$ cat src/rtl/uart_tx_if.sv
// Word handshake into the debug UART transmitter.
// The master offers dat/val; the transmitter answers with rdy.
interface uart_tx_if #(
  parameter int DATA_BITS = 8
);
  logic [DATA_BITS-1:0] dat;
  logic                 val;
  logic                 rdy;

  modport master (
    output dat,
    output val,
    input  rdy
  );

  modport slave (
    input  dat,
    input  val,
    output rdy
  );
endinterface

$ cat src/rtl/uart_tx.sv
// Debug console UART transmitter.
// Serialises one word per handshake onto an idle-high line, LSB first.
module uart_tx #(
  parameter int       DATA_BITS   = 8,
  parameter int       STOP_BITS   = 1,
  parameter bit [1:0] PARITY_MODE = 2'd0,
  parameter int       BAUD_RATE   = 115200,
  parameter int       CLK_FREQ    = 50000000
) (
  input  logic clk,
  input  logic rst,
  uart_tx_if.slave s,
  output logic tx,
  output logic busy
);

  localparam int BAUD_TICKS = CLK_FREQ / BAUD_RATE;
  localparam int TW = (BAUD_TICKS > 1) ? $clog2(BAUD_TICKS) : 1;
  localparam int BW = $clog2(DATA_BITS + 1);
  localparam bit PAR_EN = (PARITY_MODE == 2'd1) ||
                          (PARITY_MODE == 2'd2);

  if (BAUD_TICKS < 2) begin : g_baud_chk
    $error("uart_tx: BAUD_TICKS must be at least 2");
  end
  if (DATA_BITS < 5 || DATA_BITS > 8) begin : g_data_chk
    $error("uart_tx: DATA_BITS must be 5..8");
  end
  if (STOP_BITS < 1 || STOP_BITS > 2) begin : g_stop_chk
    $error("uart_tx: STOP_BITS must be 1 or 2");
  end

  typedef enum logic [2:0] {
    IDLE,
    START,
    DATA,
    PARITY,
    STOP
  } state_t;

  state_t               state, state_nxt;
  logic [TW-1:0]        tick, tick_nxt;
  logic [BW-1:0]        bitn, bitn_nxt;
  logic [DATA_BITS-1:0] shift, shift_nxt;
  logic                 par, par_nxt;
  logic                 rdy_q;
  logic                 tx_nxt, rdy_nxt, busy_nxt;
  logic                 accept;
  logic                 bit_end;

  assign accept  = s.val & rdy_q;
  assign bit_end = (tick == TW'(BAUD_TICKS - 1));
  assign s.rdy   = rdy_q;

  always_ff @(posedge clk) begin
    if (rst) begin
      state <= IDLE;
      tick  <= '0;
      bitn  <= '0;
      shift <= '0;
      par   <= 1'b0;
      tx    <= 1'b1;
      rdy_q <= 1'b1;
      busy  <= 1'b0;
    end else begin
      state <= state_nxt;
      tick  <= tick_nxt;
      bitn  <= bitn_nxt;
      shift <= shift_nxt;
      par   <= par_nxt;
      tx    <= tx_nxt;
      rdy_q <= rdy_nxt;
      busy  <= busy_nxt;
    end
  end

  // bitn counts data bits in DATA and stop bits in STOP
  always_comb begin
    state_nxt = state;
    tick_nxt  = tick;
    bitn_nxt  = bitn;
    shift_nxt = shift;
    par_nxt   = par;
    unique case (state)
      IDLE: begin
        if (accept) begin
          state_nxt = START;
          tick_nxt  = '0;
          bitn_nxt  = '0;
          shift_nxt = s.dat;
          par_nxt   = (PARITY_MODE == 2'd2) ? ~^s.dat : ^s.dat;
        end
      end
      START: begin
        if (bit_end) begin
          state_nxt = DATA;
          tick_nxt  = '0;
        end else begin
          tick_nxt = tick + TW'(1);
        end
      end
      DATA: begin
        if (bit_end) begin
          tick_nxt  = '0;
          shift_nxt = shift >> 1;
          if (bitn == BW'(DATA_BITS - 1)) begin
            bitn_nxt  = '0;
            state_nxt = PAR_EN ? PARITY : STOP;
          end else begin
            bitn_nxt = bitn + BW'(1);
          end
        end else begin
          tick_nxt = tick + TW'(1);
        end
      end
      PARITY: begin
        if (bit_end) begin
          state_nxt = STOP;
          tick_nxt  = '0;
        end else begin
          tick_nxt = tick + TW'(1);
        end
      end
      STOP: begin
        if (bit_end) begin
          tick_nxt = '0;
          if (bitn == BW'(STOP_BITS - 1)) begin
            bitn_nxt  = '0;
            state_nxt = IDLE;
          end else begin
            bitn_nxt = bitn + BW'(1);
          end
        end else begin
          tick_nxt = tick + TW'(1);
        end
      end
      default: begin
        state_nxt = IDLE;
        tick_nxt  = '0;
        bitn_nxt  = '0;
      end
    endcase
  end

  // Outputs are decoded from the next state so they register with it
  always_comb begin
    tx_nxt   = 1'b1;
    rdy_nxt  = 1'b0;
    busy_nxt = 1'b1;
    unique case (state_nxt)
      IDLE: begin
        rdy_nxt  = 1'b1;
        busy_nxt = 1'b0;
      end
      START:   tx_nxt = 1'b0;
      DATA:    tx_nxt = shift_nxt[0];
      PARITY:  tx_nxt = par_nxt;
      STOP:    tx_nxt = 1'b1;
      default: tx_nxt = 1'b1;
    endcase
  end

endmodule

$ cat src/flat_wrapper.sv
// flat-port wrapper written by rule: the top's interface ports become plain ports
module uart_tx_flat 
#(
  parameter int       DATA_BITS   = 8,
  parameter int       STOP_BITS   = 1,
  parameter bit [1:0] PARITY_MODE = 2'd0,
  parameter int       BAUD_RATE   = 115200,
  parameter int       CLK_FREQ    = 50000000
)
  (clk, rst, tx, busy, s_dat, s_val, s_rdy);
  uart_tx_if #(.DATA_BITS(DATA_BITS)) s_i ();
  input  logic clk;
  input  logic rst;
  output logic tx;
  output logic busy;
  input wire logic [$bits(s_i.dat)-1:0] s_dat;
  input wire logic [$bits(s_i.val)-1:0] s_val;
  output wire logic [$bits(s_i.rdy)-1:0] s_rdy;
  assign s_i.dat = s_dat;
  assign s_i.val = s_val;
  assign s_rdy = s_i.rdy;
  uart_tx #(.DATA_BITS(DATA_BITS), .STOP_BITS(STOP_BITS), .PARITY_MODE(PARITY_MODE), .BAUD_RATE(BAUD_RATE), .CLK_FREQ(CLK_FREQ)) u_core (.clk(clk), .rst(rst), .s(s_i), .tx(tx), .busy(busy));
endmodule
$ cat config.mk
export PLATFORM = sky130hd
export DESIGN_NAME = uart_tx_flat
export DESIGN_NICKNAME = d
export VERILOG_FILES = /design/src/rtl/uart_tx_if.sv /design/src/rtl/uart_tx.sv /design/src/flat_wrapper.sv
export SDC_FILE = /design/constraint.sdc
export NUM_CORES = 1
export LEC_CHECK = 0
export ABC_AREA = 1
export ABC_CLOCK_PERIOD_IN_PS = 2000
export CORE_MARGIN = 5
export CORE_UTILIZATION = 50
export DETAILED_ROUTE_END_ITERATION = 8
export PLACE_DENSITY = 0.7
export SYNTH_ARGS = -nofsm -noshare
export SYNTH_HDL_FRONTEND = slang
export SYNTH_SLANG_ARGS = --single-unit
$ cat constraint.sdc
create_clock -name clk -period 2 [get_ports clk]
set_input_delay 0.3 -clock clk [delete_from_list [all_inputs] [get_ports clk]]
set_output_delay 0.3 -clock clk [all_outputs]
set_load 0.1 [all_outputs]
==> impl_results.md, run 1 <==
- Outcome: complete, no violations
- Post-cts sizing count: 0
- Share of layout cells above drive strength 1: 11.0%
- Clock transition at path regs: 0.15 ns
- Number of setup buffers added after CTS: 0
- Num rows: 21
- WP data arrival: 1.83 ns
- Number of buffers added on ports: 13
- H-tree Lvls: 1
- Clk_lat worst skew: 0.33 ns
- Critical path, cell by cell: ha_1, nand2_1, nor2_2, nand2_4, nand2_1, nand2_4, nand2_2, nand2_1, nand2_1, nand3_1
- Pwr Density: 584 nW/um^2
- Io pins: 14
- Crit path time final: 1.61 ns
- Setup_tns: 0 ns
- 1st-iter DRT viols: 38
- Pin count of the biggest net entering global routing: 15
- RSZ-0062 raised after global routing: no
- Top sig layer: met4
- Worst-Margin Slew: 0.355 ns
- Distinct cell type count after synthesis: 27
- Slew HR: 76.3%
- Final Setup Violations: 0
- GP Congestion: 0.822
- First-pass GRT wire length: 5790 um
- DP Area: 1870 um^2
- Diode count: 0
- Initial antenna violation count: 0
- Setup Skew: 0.0109 ns
- CP Max Fanout: 8
- Number of CTS-inserted buffers: 3
- Post-detail-place hpwl: 2620 um
- Cts hold-fix bufs: 0
- Sequential-to-total area share from yosys stat: 32.9%
- Worst setup SP type: flip-flop
- Total power: 1.11 mW
- CTS tree: done
- Top delay family on crit path: simple AND/OR/NAND/NOR gates
- Slowest Stage Delay on Critical Path: 0.42 ns
- Clock sinks: 28
- Synth top area share: 32.9%
- Largest cells by area after synthesis: dfxtp_1, nand2_1, inv_1
- Max cap viols: 0
- Met2 WL: 1590 um
- Vias/cell: 4.84
- Most used cell, CP: nand2_1
- Syn Inst Count: 267
- Die Span X: 68.3 um
- Syn Area/Cell: 6.37 um^2
- Fill cell count: 354
- Post-route cell area: 1900 um^2
- Starting density of the core: 51.4%
- Max-slew violation count: 0
- Max stage delay cell, worst path: dfxtp_1
- Worst setup EP type: flip-flop
- Met1 WL: 1510 um
- Drt wl/cell: 9.87 um
- Crit path buffers/inverters: 0
- VDD IR max: 0.236 mV
- First-pass DRT Iterations: 4
- Die Y-Extent: 68.3 um
- Leak: 0.909 nW
- Synth Register Bits: 28
- CTS root buffer: clkbuf_4
- Fin. Hold Viols: 0
- Worst min path class: flip-flop to flip-flop
- DRC: 0
- Setup ws final: 0.394 ns
- Final period util: 80.3%
- Clock buffer depth: 2
- Overall global routing resource usage: 15.7%
- Antenna-violating nets left: 0
- Met3 wirelength from detailed routing: 92 um
- Critical Setup Path Class: flip-flop to flip-flop
- Routed wire length: 3240 um
- Layout Nets: 299
- WP data required: 2.23 ns
- Mapped cell area: 1700 um^2
- Grt total ovfl: 0
- Synth warn: 0
- Pre-CTS setup slack: 0.309 ns
- Core Area: 3310 um^2
- DR vias: 1586
- Area Growth Syn to Fin: 11.5%
- Fmax achieved: 623 MHz
- Synthesized Nets: 282
- Vias in the first global route: 1441
- Die area: 4670 um^2
- Area leader, netlist: dfxtp_1
## area by class of cell
| class | instances | area, um^2 | area share (%) |
|---|---|---|---|
| flip-flops and latches | 28 | 561 | 29.6 |
| repair buffers | 14 | 130 | 6.86 |
| clock buffers | 3 | 22.5 | 1.19 |
| well taps | 46 | 57.6 | 3.03 |
| multi-input cells | 202 | 990 | 52.2 |
| inverters | 35 | 136 | 7.19 |
## layer usage
| metal | global-route usage (%) | up-vias |
|---|---|---|
| met4 | 4.47 | 0 |
| li1 | - | 874 |
| met5 | 0 | - |
| met1 | 18.3 | 682 |
| met3 | 1.97 | 5 |
| met2 | 29.5 | 25 |
## logic make-up after synthesis
group | count (synthesis) | synth area share, %
compound gates | 25 | 8.53
flops | 28 | 32.9
simple gates | 169 | 44.6
xor+xnor | 4 | 2.06
fa+ha+maj | 4 | 2.94
buf+inv | 37 | 8.90
## power by group
part	switching [mW]	internal [mW]
combinational	0.180	0.0916
sequential	0.0173	0.586
clock	0.162	0.0708
total	0.359	0.749
## Yosys cell counts
cell,count
a21oi_1,11
a21oi_4,1
a31oi_1,7
buf_6,1
clkbuf_1,1
clkinv_4,1
dfxtp_1,28
ha_1,4
inv_1,31
inv_2,3
nand2_1,104
nand2_2,4
nand2_4,2
nand3_1,19
nand3_2,4
nand4_1,3
nor2_1,23
nor2_2,3
nor3_1,1
nor3_2,1
nor3_4,1
nor3b_2,1
o21ai_0,5
o21ai_1,1
or2_2,3
xnor2_1,1
xor2_1,3
## cells in the final DEF, fill, tap and decap left out, types with 2 or more instances in the layout
cell	instances
clkbuf_4	3
nand2_2	4
inv_1	31
nor2_2	3
nand2_4	2
or2_2	3
a21oi_1	11
a31oi_1	7
inv_2	3
nand3_1	19
xor2_1	3
buf_4	4
nand3_2	4
ha_1	4
o21ai_0	5
dfxtp_1	28
nand2_1	104
nand4_1	3
nor2_1	23
clkdlybuf4s50_1	10
## flip-flops by register name, summed over array words and instances (netlist names)
name	count
u_core.tick	9
u_core.shift	8
u_core.bitn	4
u_core.state	3
u_core.busy	1
u_core.par	1
u_core.s.rdy	1
u_core.tx	1
## final timing paths
path	start	depth (start not counted)	end	slack [ns]
worst min register to register	u_core.shift[0]	2	u_core.shift[0]	0.48
worst max register to register	u_core.tick[0]	10	u_core.tx	0.39
worst min-delay path	u_core.shift[0]	2	u_core.shift[0]	0.48
worst max-delay path	u_core.tick[0]	10	u_core.tx	0.39
## metrics by stage
step	util [%]	hold slack, ns	instances
final	57.3	0.478	328
after global routing	57.3	0.504	328
after CTS	57.3	0.482	328
after detailed placement	56.6	0.463	325
after global placement	56.6	0.456	325
after floorplan	-	0.369	267
## tightest hold or removal path: stages (launching register included)
cell and delay [ns]:
dfxtp_1 0.33, nand2_2 0.06, a21oi_1 0.05
(Power assumes the default switching activity.)
==> inputs of run 2 (changes only) <==
--- a/config.mk
+++ b/config.mk
@@ -6,11 +6,11 @@
 export NUM_CORES = 1
 export LEC_CHECK = 0
 export ABC_AREA = 1
-export ABC_CLOCK_PERIOD_IN_PS = 2000
+export ABC_CLOCK_PERIOD_IN_PS = 1400
 export CORE_MARGIN = 5
 export CORE_UTILIZATION = 50
 export DETAILED_ROUTE_END_ITERATION = 8
-export PLACE_DENSITY = 0.7
+export PLACE_DENSITY = 0.73
 export SYNTH_ARGS = -nofsm -noshare
 export SYNTH_HDL_FRONTEND = slang
 export SYNTH_SLANG_ARGS = --single-unit
==> constraint.sdc (replaced) <==
create_clock -name clk -period 1.4 [get_ports clk]
set_input_delay 0.21 -clock clk [delete_from_list [all_inputs] [get_ports clk]]
set_output_delay 0.21 -clock clk [all_outputs]
set_load 0.1 [all_outputs]
==> impl_results.md, run 2 (synthesis results as in run 1) <==
- Outcome: finished with violations
- Failing checks: negative setup slack
- VDD IR max: 0.427 mV (+81%)
- Overall global routing resource usage: 18.2% (+2.5 points)
- Clk_lat worst skew: 0.34 ns (about the same)
- Initial antenna violation count: 0 (unchanged)
- Die Y-Extent: 68.3 um (unchanged)
- Clock transition at path regs: 0.15 ns (about the same)
- Top flop regs: u_core.tick (9), u_core.shift (8), u_core.bitn (4)
- CP Max Fanout: 8 (unchanged)
- Register-to-register setup slack: -0.02 ns (-0.42 ns)
- Worst setup SP type: flip-flop
- Area of the multi-input gates: 1110 um^2 (+12%)
- Clock sinks: 28 (unchanged)
- Clock buffer depth: 2 (unchanged)
- Number of setup buffers added after CTS: 0 (unchanged)
- Post-detail-place hpwl: 2900 um (+11%)
- Slew HR: 76.4% (+0.13 points)
- Number of CTS-inserted buffers: 3 (unchanged)
- Core Area: 3310 um^2 (unchanged)
- Fmax achieved: 703 MHz (+13%)
- WP data required: 1.68 ns (-0.55 ns)
- Worst r2r src: u_core.tick[1]
- CTS root buffer: clkbuf_4
- Worst min path class: flip-flop to flip-flop
- Max cap viols: 0 (unchanged)
- Routed wire length: 3800 um (+17%)
- Max FFs per register: 9 (unchanged)
- Critical Setup Path Class: flip-flop to flip-flop
- Sequential cell area: 569 um^2 (+1.6%)
- Setup ws final: -0.0215 ns (-0.416 ns)
- Layout Nets: 328 (+9.7%)
- Min-Delay Endpoint: u_core.shift[0]
- Largest Register: u_core.tick
- Drt wl/cell: 10.6 um (+7.4%)
- Diode count: 0 (unchanged)
- Leak: 1.10 nW (+21%)
- Sequential group share of total power: 48.5% (-6.0 points)
- Commonest non-fill, non-tap cell in the layout: nand2_1
- Starting density of the core: 51.4% (unchanged)
- Net Sw Frac: 32.0% (-0.43 points)
- H-tree Lvls: 1 (unchanged)
- DR vias: 1739 (+9.6%)
- Grt total ovfl: 0 (unchanged)
- Clk network pwr share: 22.7% (+1.7 points)
- Pin count of the biggest net entering global routing: 16 (+1)
- Reg-to-Reg End: u_core.bitn[3]
- First-pass DRT Iterations: 4 (unchanged)
- Cts hold-fix bufs: 0 (unchanged)
- Final period util: 102% (+21 points)
- FF-to-FF path depth: 8 (-2)
- Combinational Power Share: 28.8% (+4.3 points)
- GP Congestion: 0.824 (+0.23%)
- Fin. Hold Viols: 0 (unchanged)
- Die area: 4670 um^2 (unchanged)
- First-pass GRT wire length: 6620 um (+14%)
- Vias in the first global route: 1663 (+15%)
- Io pins: 14 (unchanged)
- 1st-iter DRT viols: 67 (+76%)
- Die Span X: 68.3 um (unchanged)
- Beginning of the worst hold path: u_core.shift[0]
- Max-slew violation count: 0 (unchanged)
- Antenna-violating nets left: 0 (unchanged)
- Vias/cell: 4.86 (+0.46%)
- Hold WS: 0.478 ns (-0.000571 ns)
- Worst setup EP type: flip-flop
- Setup Skew: 0.00184 ns (-0.00901 ns)
- Share of layout cells above drive strength 1: 29.5% (+18 points)
- Hold depth: 2 (unchanged)
- Final Setup Violations: 7 (+7)
- Internal cell power: 1.22 mW (+62%)
- Most frequent cells in the layout: nand2_1, buf_4, inv_1
- Crit path time final: 1.42 ns (-0.184 ns)
- Area Growth Syn to Fin: 34.9%
- Setup_tns: -0.0913 ns (-0.0913 ns)
- Pwr Density: 779 nW/um^2 (+33%)
- Number of buffers added on ports: 13 (unchanged)
- Num rows: 21 (unchanged)
- WP data arrival: 1.70 ns (-0.13 ns)
- Worst-Margin Slew: 0.350 ns (-0.00522 ns)
- RSZ-0062 raised after global routing: yes
- NetSw: 0.572 mW (+59%)
- Fill cell count: 302 (-15%)
- DRC: 0 (unchanged)
- CTS tree: done
## run 2: cell types whose count changed in the layout (fill, tap and decap cells not counted), moves of 4 or more
cell,before,now
nand3_1,19,14
dfxtp_1,28,23
nand2_1,104,94
dfxtp_2,0,4
inv_2,3,7
nand3_2,4,8
nand2_4,2,6
nand2_2,4,10
buf_4,4,29
inv_1,31,27
## run 2: stage by stage
stage / instance area, um^2 / setup WS [ns] / util (%) / instances / power [mW]
final: 2300 / -0.0215 / 69.4 / 358 / 1.79
after CTS: 2230 / -0.0231 / 67.3 / 358 / 1.79
after global placement: 2150 / -0.127 / 64.9 / 354 / 1.36
after floorplan: 1720 / 0.0308 / - / 267 / 1.17
after global routing: 2300 / -0.122 / 69.4 / 358 / 1.89
after detailed placement: 2150 / -0.141 / 64.9 / 354 / 1.37
## run 2: worst max path at each step
stage                         startpoint              to  cells after the start
after CTS                 u_core.tick[1]  u_core.bitn[3]                      8
after floorplan           u_core.tick[0]       u_core.tx                     10
after global routing      u_core.tick[1]    u_core.s.rdy                     10
final                     u_core.tick[1]  u_core.bitn[3]                      8
after global placement             s_val       u_core.tx                     10
after detailed placement           s_val  u_core.bitn[3]                      8
## run 2: worst max-delay path, stage by stage, from the launching register on
cell,delay (ns)
dfxtp_2,0.36
inv_2,0.06
ha_4,0.13
nand2_4,0.05
nor2_4,0.15
nand2_4,0.13
a21oi_4,0.27
nand2_1,0.10
a21oi_1,0.13
## run 2: final cells by class
type,count,area share (%)
Inverter,35,5.94
Clock buffer,4,1.58
Multi-Input combinational cell,202,48.2
Sequential cell,28,24.8
Timing Repair Buffer,43,16.9
Tap cell,46,2.51
## run 2: power by group through the flow
stage	clock network, mW	logic, mW	registers, mW
after global placement	0	0.481	0.878
after CTS	0.417	0.505	0.865
final	0.406	0.515	0.867
after floorplan	0	0.226	0.944
after global routing	0.441	0.573	0.872
after detailed placement	0	0.489	0.880
## run 2: routing by layer
metal  track usage [%]  routed length, um  vias to the layer above  share of wire [%]
met5                 0                  0                        -                  0
met2              34.8               1970                       21                 52
met4              5.71                 40                        0                1.1
met3              2.30                 86                        4                2.3
met1              20.7               1700                      784                 45
li1                  -                  -                      930                  -
## run 2: what timing repair did
action,in CTS,in global routing
endpoints found under the setup margin,22,24
gates resized for setup,16,20
pin swaps,5,14
==> inputs of run 3 (changes only) <==
--- a/config.mk
+++ b/config.mk
@@ -11,6 +11,7 @@
 export CORE_UTILIZATION = 50
 export DETAILED_ROUTE_END_ITERATION = 8
 export PLACE_DENSITY = 0.73
+export RECOVER_POWER = 25
 export SYNTH_ARGS = -nofsm -noshare
 export SYNTH_HDL_FRONTEND = slang
 export SYNTH_SLANG_ARGS = --single-unit
==> impl_results.md, run 3 (synthesis results as in run 1) <==
- Largest Register: u_core.tick
- Slew HR: 76.4% (unchanged)
- Antenna-violating nets left: 0 (unchanged)
- Met3 usage: 2.30% (unchanged)
- Drt wl/cell: 10.6 um (-0.11%)
- DRC: 0 (unchanged)
- Die area: 4670 um^2 (unchanged)
- Max-slew violation count: 0 (unchanged)
- Vias/cell: 4.86 (unchanged)
- Post-detail-place hpwl: 2900 um (unchanged)
- Die Span X: 68.3 um (unchanged)
- Fin. Hold Viols: 0 (unchanged)
- Number of buffers added on ports: 13 (unchanged)
- Worst min path class: flip-flop to flip-flop
- Initial antenna violation count: 0 (unchanged)
- Pwr Density: 778 nW/um^2 (about the same)
- Area Growth Syn to Fin: 34.2%
- Slowest Stage Delay on Critical Path: 0.36 ns (about the same)
- Commonest non-fill, non-tap cell in the layout: nand2_1
- Setup ws final: -0.0213 ns (+0.000198 ns)
- Grt met1 use: 20.7% (unchanged)
- Num rows: 21 (unchanged)
- Diode count: 0 (unchanged)
- Io pins: 14 (unchanged)
- Setup Skew: 0.00198 ns (+0.000134 ns)
- Number of setup buffers added after CTS: 0 (unchanged)
- CTS tree: done
- Number of CTS-inserted buffers: 3 (unchanged)
- Routed wire length: 3790 um (-0.11%)
- Outcome: finished with violations
- RSZ-0062 raised after global routing: yes
- Worst-Margin Slew: 0.350 ns (unchanged)
- First-pass DRT Iterations: 4 (unchanged)
- Critical Setup Path Class: flip-flop to flip-flop
- Max cap viols: 0 (unchanged)
- Share of layout cells above drive strength 1: 29.5% (unchanged)
- Grt total ovfl: 0 (unchanged)
- CTS root buffer: clkbuf_4
- Cts hold-fix bufs: 0 (unchanged)
- 1st-iter DRT viols: 65 (-3.0%)
- Core Area: 3310 um^2 (unchanged)
- Hold WS: 0.478 ns (+0.0000360 ns)
- DR vias: 1739 (unchanged)
- Clock transition at path regs: 0.15 ns (about the same)
- WP data required: 1.68 ns (about the same)
- Clock buffer depth: 2 (unchanged)
- Crit path time final: 1.42 ns (-0.000198 ns)
- Fmax achieved: 704 MHz (about the same)
- Crit path buffers/inverters: 1 (unchanged)
- Clock sinks: 28 (unchanged)
- Max FFs per register: 9 (unchanged)
- Starting density of the core: 51.4% (unchanged)
- Final period util: 102% (about the same)
- Top flop regs: u_core.tick (9), u_core.shift (8), u_core.bitn (4)
- VDD IR max: 0.421 mV (-1.4%)
- Final Setup Violations: 7 (unchanged)
- Vias in the first global route: 1663 (unchanged)
- Failing checks: negative setup slack
- H-tree Lvls: 1 (unchanged)
- Met2 Usage GRT: 34.8% (unchanged)
- Most frequent cells in the layout: nand2_1, buf_4, inv_1
- Most used cell, CP: nand2_4
- Setup_tns: -0.0904 ns (+0.000951 ns)
- Critical path, cell by cell: inv_2, ha_4, nand2_4, nor2_4, nand2_4, a21oi_4, nand2_1, a21oi_1
- Max stage delay cell, worst path: dfxtp_2
- First-pass GRT wire length: 6620 um (unchanged)
- Clk_lat worst skew: 0.34 ns (about the same)
- Worst setup EP type: flip-flop
- GP Congestion: 0.824 (unchanged)
- Leak: 1.09 nW (-0.51%)
- DP Area: 2150 um^2 (unchanged)
- Gr busiest metal: met2
- Post-route cell area: 2280 um^2 (-0.54%)
- WP data arrival: 1.70 ns (about the same)
- Worst setup SP type: flip-flop
- Top delay family on crit path: simple AND/OR/NAND/NOR gates
- Overall global routing resource usage: 18.2% (unchanged)
- Pin count of the biggest net entering global routing: 16 (unchanged)
- CP Max Fanout: 8 (unchanged)
- Layout Nets: 328 (unchanged)
- Die Y-Extent: 68.3 um (unchanged)
-- run 3: cell count changes in the layout (fill, tap and decap cells not counted) --
cell / change
buf_12: -1
clkbuf_4: +1
-- run 3: layer usage --
layer  up-vias  wire length [um]
met5         -                 0
met4         0                40
met3         4                86
met2        21              1970
met1       784              1690
li1        930                 -
-- run 3: what timing repair did --
action / 4_1_cts / 5_1_grt
endpoints found under the setup margin: 22 / 24
gates cloned: 0 / 0
pin swaps: 5 / 14
gates resized for setup: 16 / 20
-- run 3: worst reg2reg max path, cell delays in order (launching register included) --
cell	delay, ns
dfxtp_2	0.36
inv_2	0.06
ha_4	0.13
nand2_4	0.05
nor2_4	0.15
nand2_4	0.13
a21oi_4	0.27
nand2_1	0.10
a21oi_1	0.13
-- run 3: where the power goes --
group	switching [mW]	total (mW)	internal, mW
registers	0.0263	0.865	0.839
logic	0.297	0.507	0.209
clock network	0.246	0.405	0.160
total	0.569	1.78	1.21
-- run 3: layout make-up --
cell class                      count  area [um^2]
Timing Repair Buffer               43          377
Inverter                           35          136
Multi-Input combinational cell    202         1110
Fill cell                         304         1030
Tap cell                           46         57.6
Sequential cell                    28          569
Clock buffer                        4         36.3
-- run 3: final timing paths --
kind         cells past startpoint  slack (ns)         endpoint             from
min reg2reg                      2        0.48  u_core.shift[0]  u_core.shift[0]
max                              8       -0.02   u_core.bitn[3]   u_core.tick[1]
max reg2reg                      8       -0.02   u_core.bitn[3]   u_core.tick[1]
min                              2        0.48  u_core.shift[0]  u_core.shift[0]
-- run 3: stage by stage --
stage	utilization (%)	std cells	worst slack (ns)	power [mW]
final	69.0	358	-0.0213	1.78
after global routing	69.0	358	-0.122	1.88
after global placement	64.9	354	-0.127	1.36
after floorplan	-	267	0.0308	1.17
after CTS	67.3	358	-0.0231	1.79
after detailed placement	64.9	354	-0.141	1.37
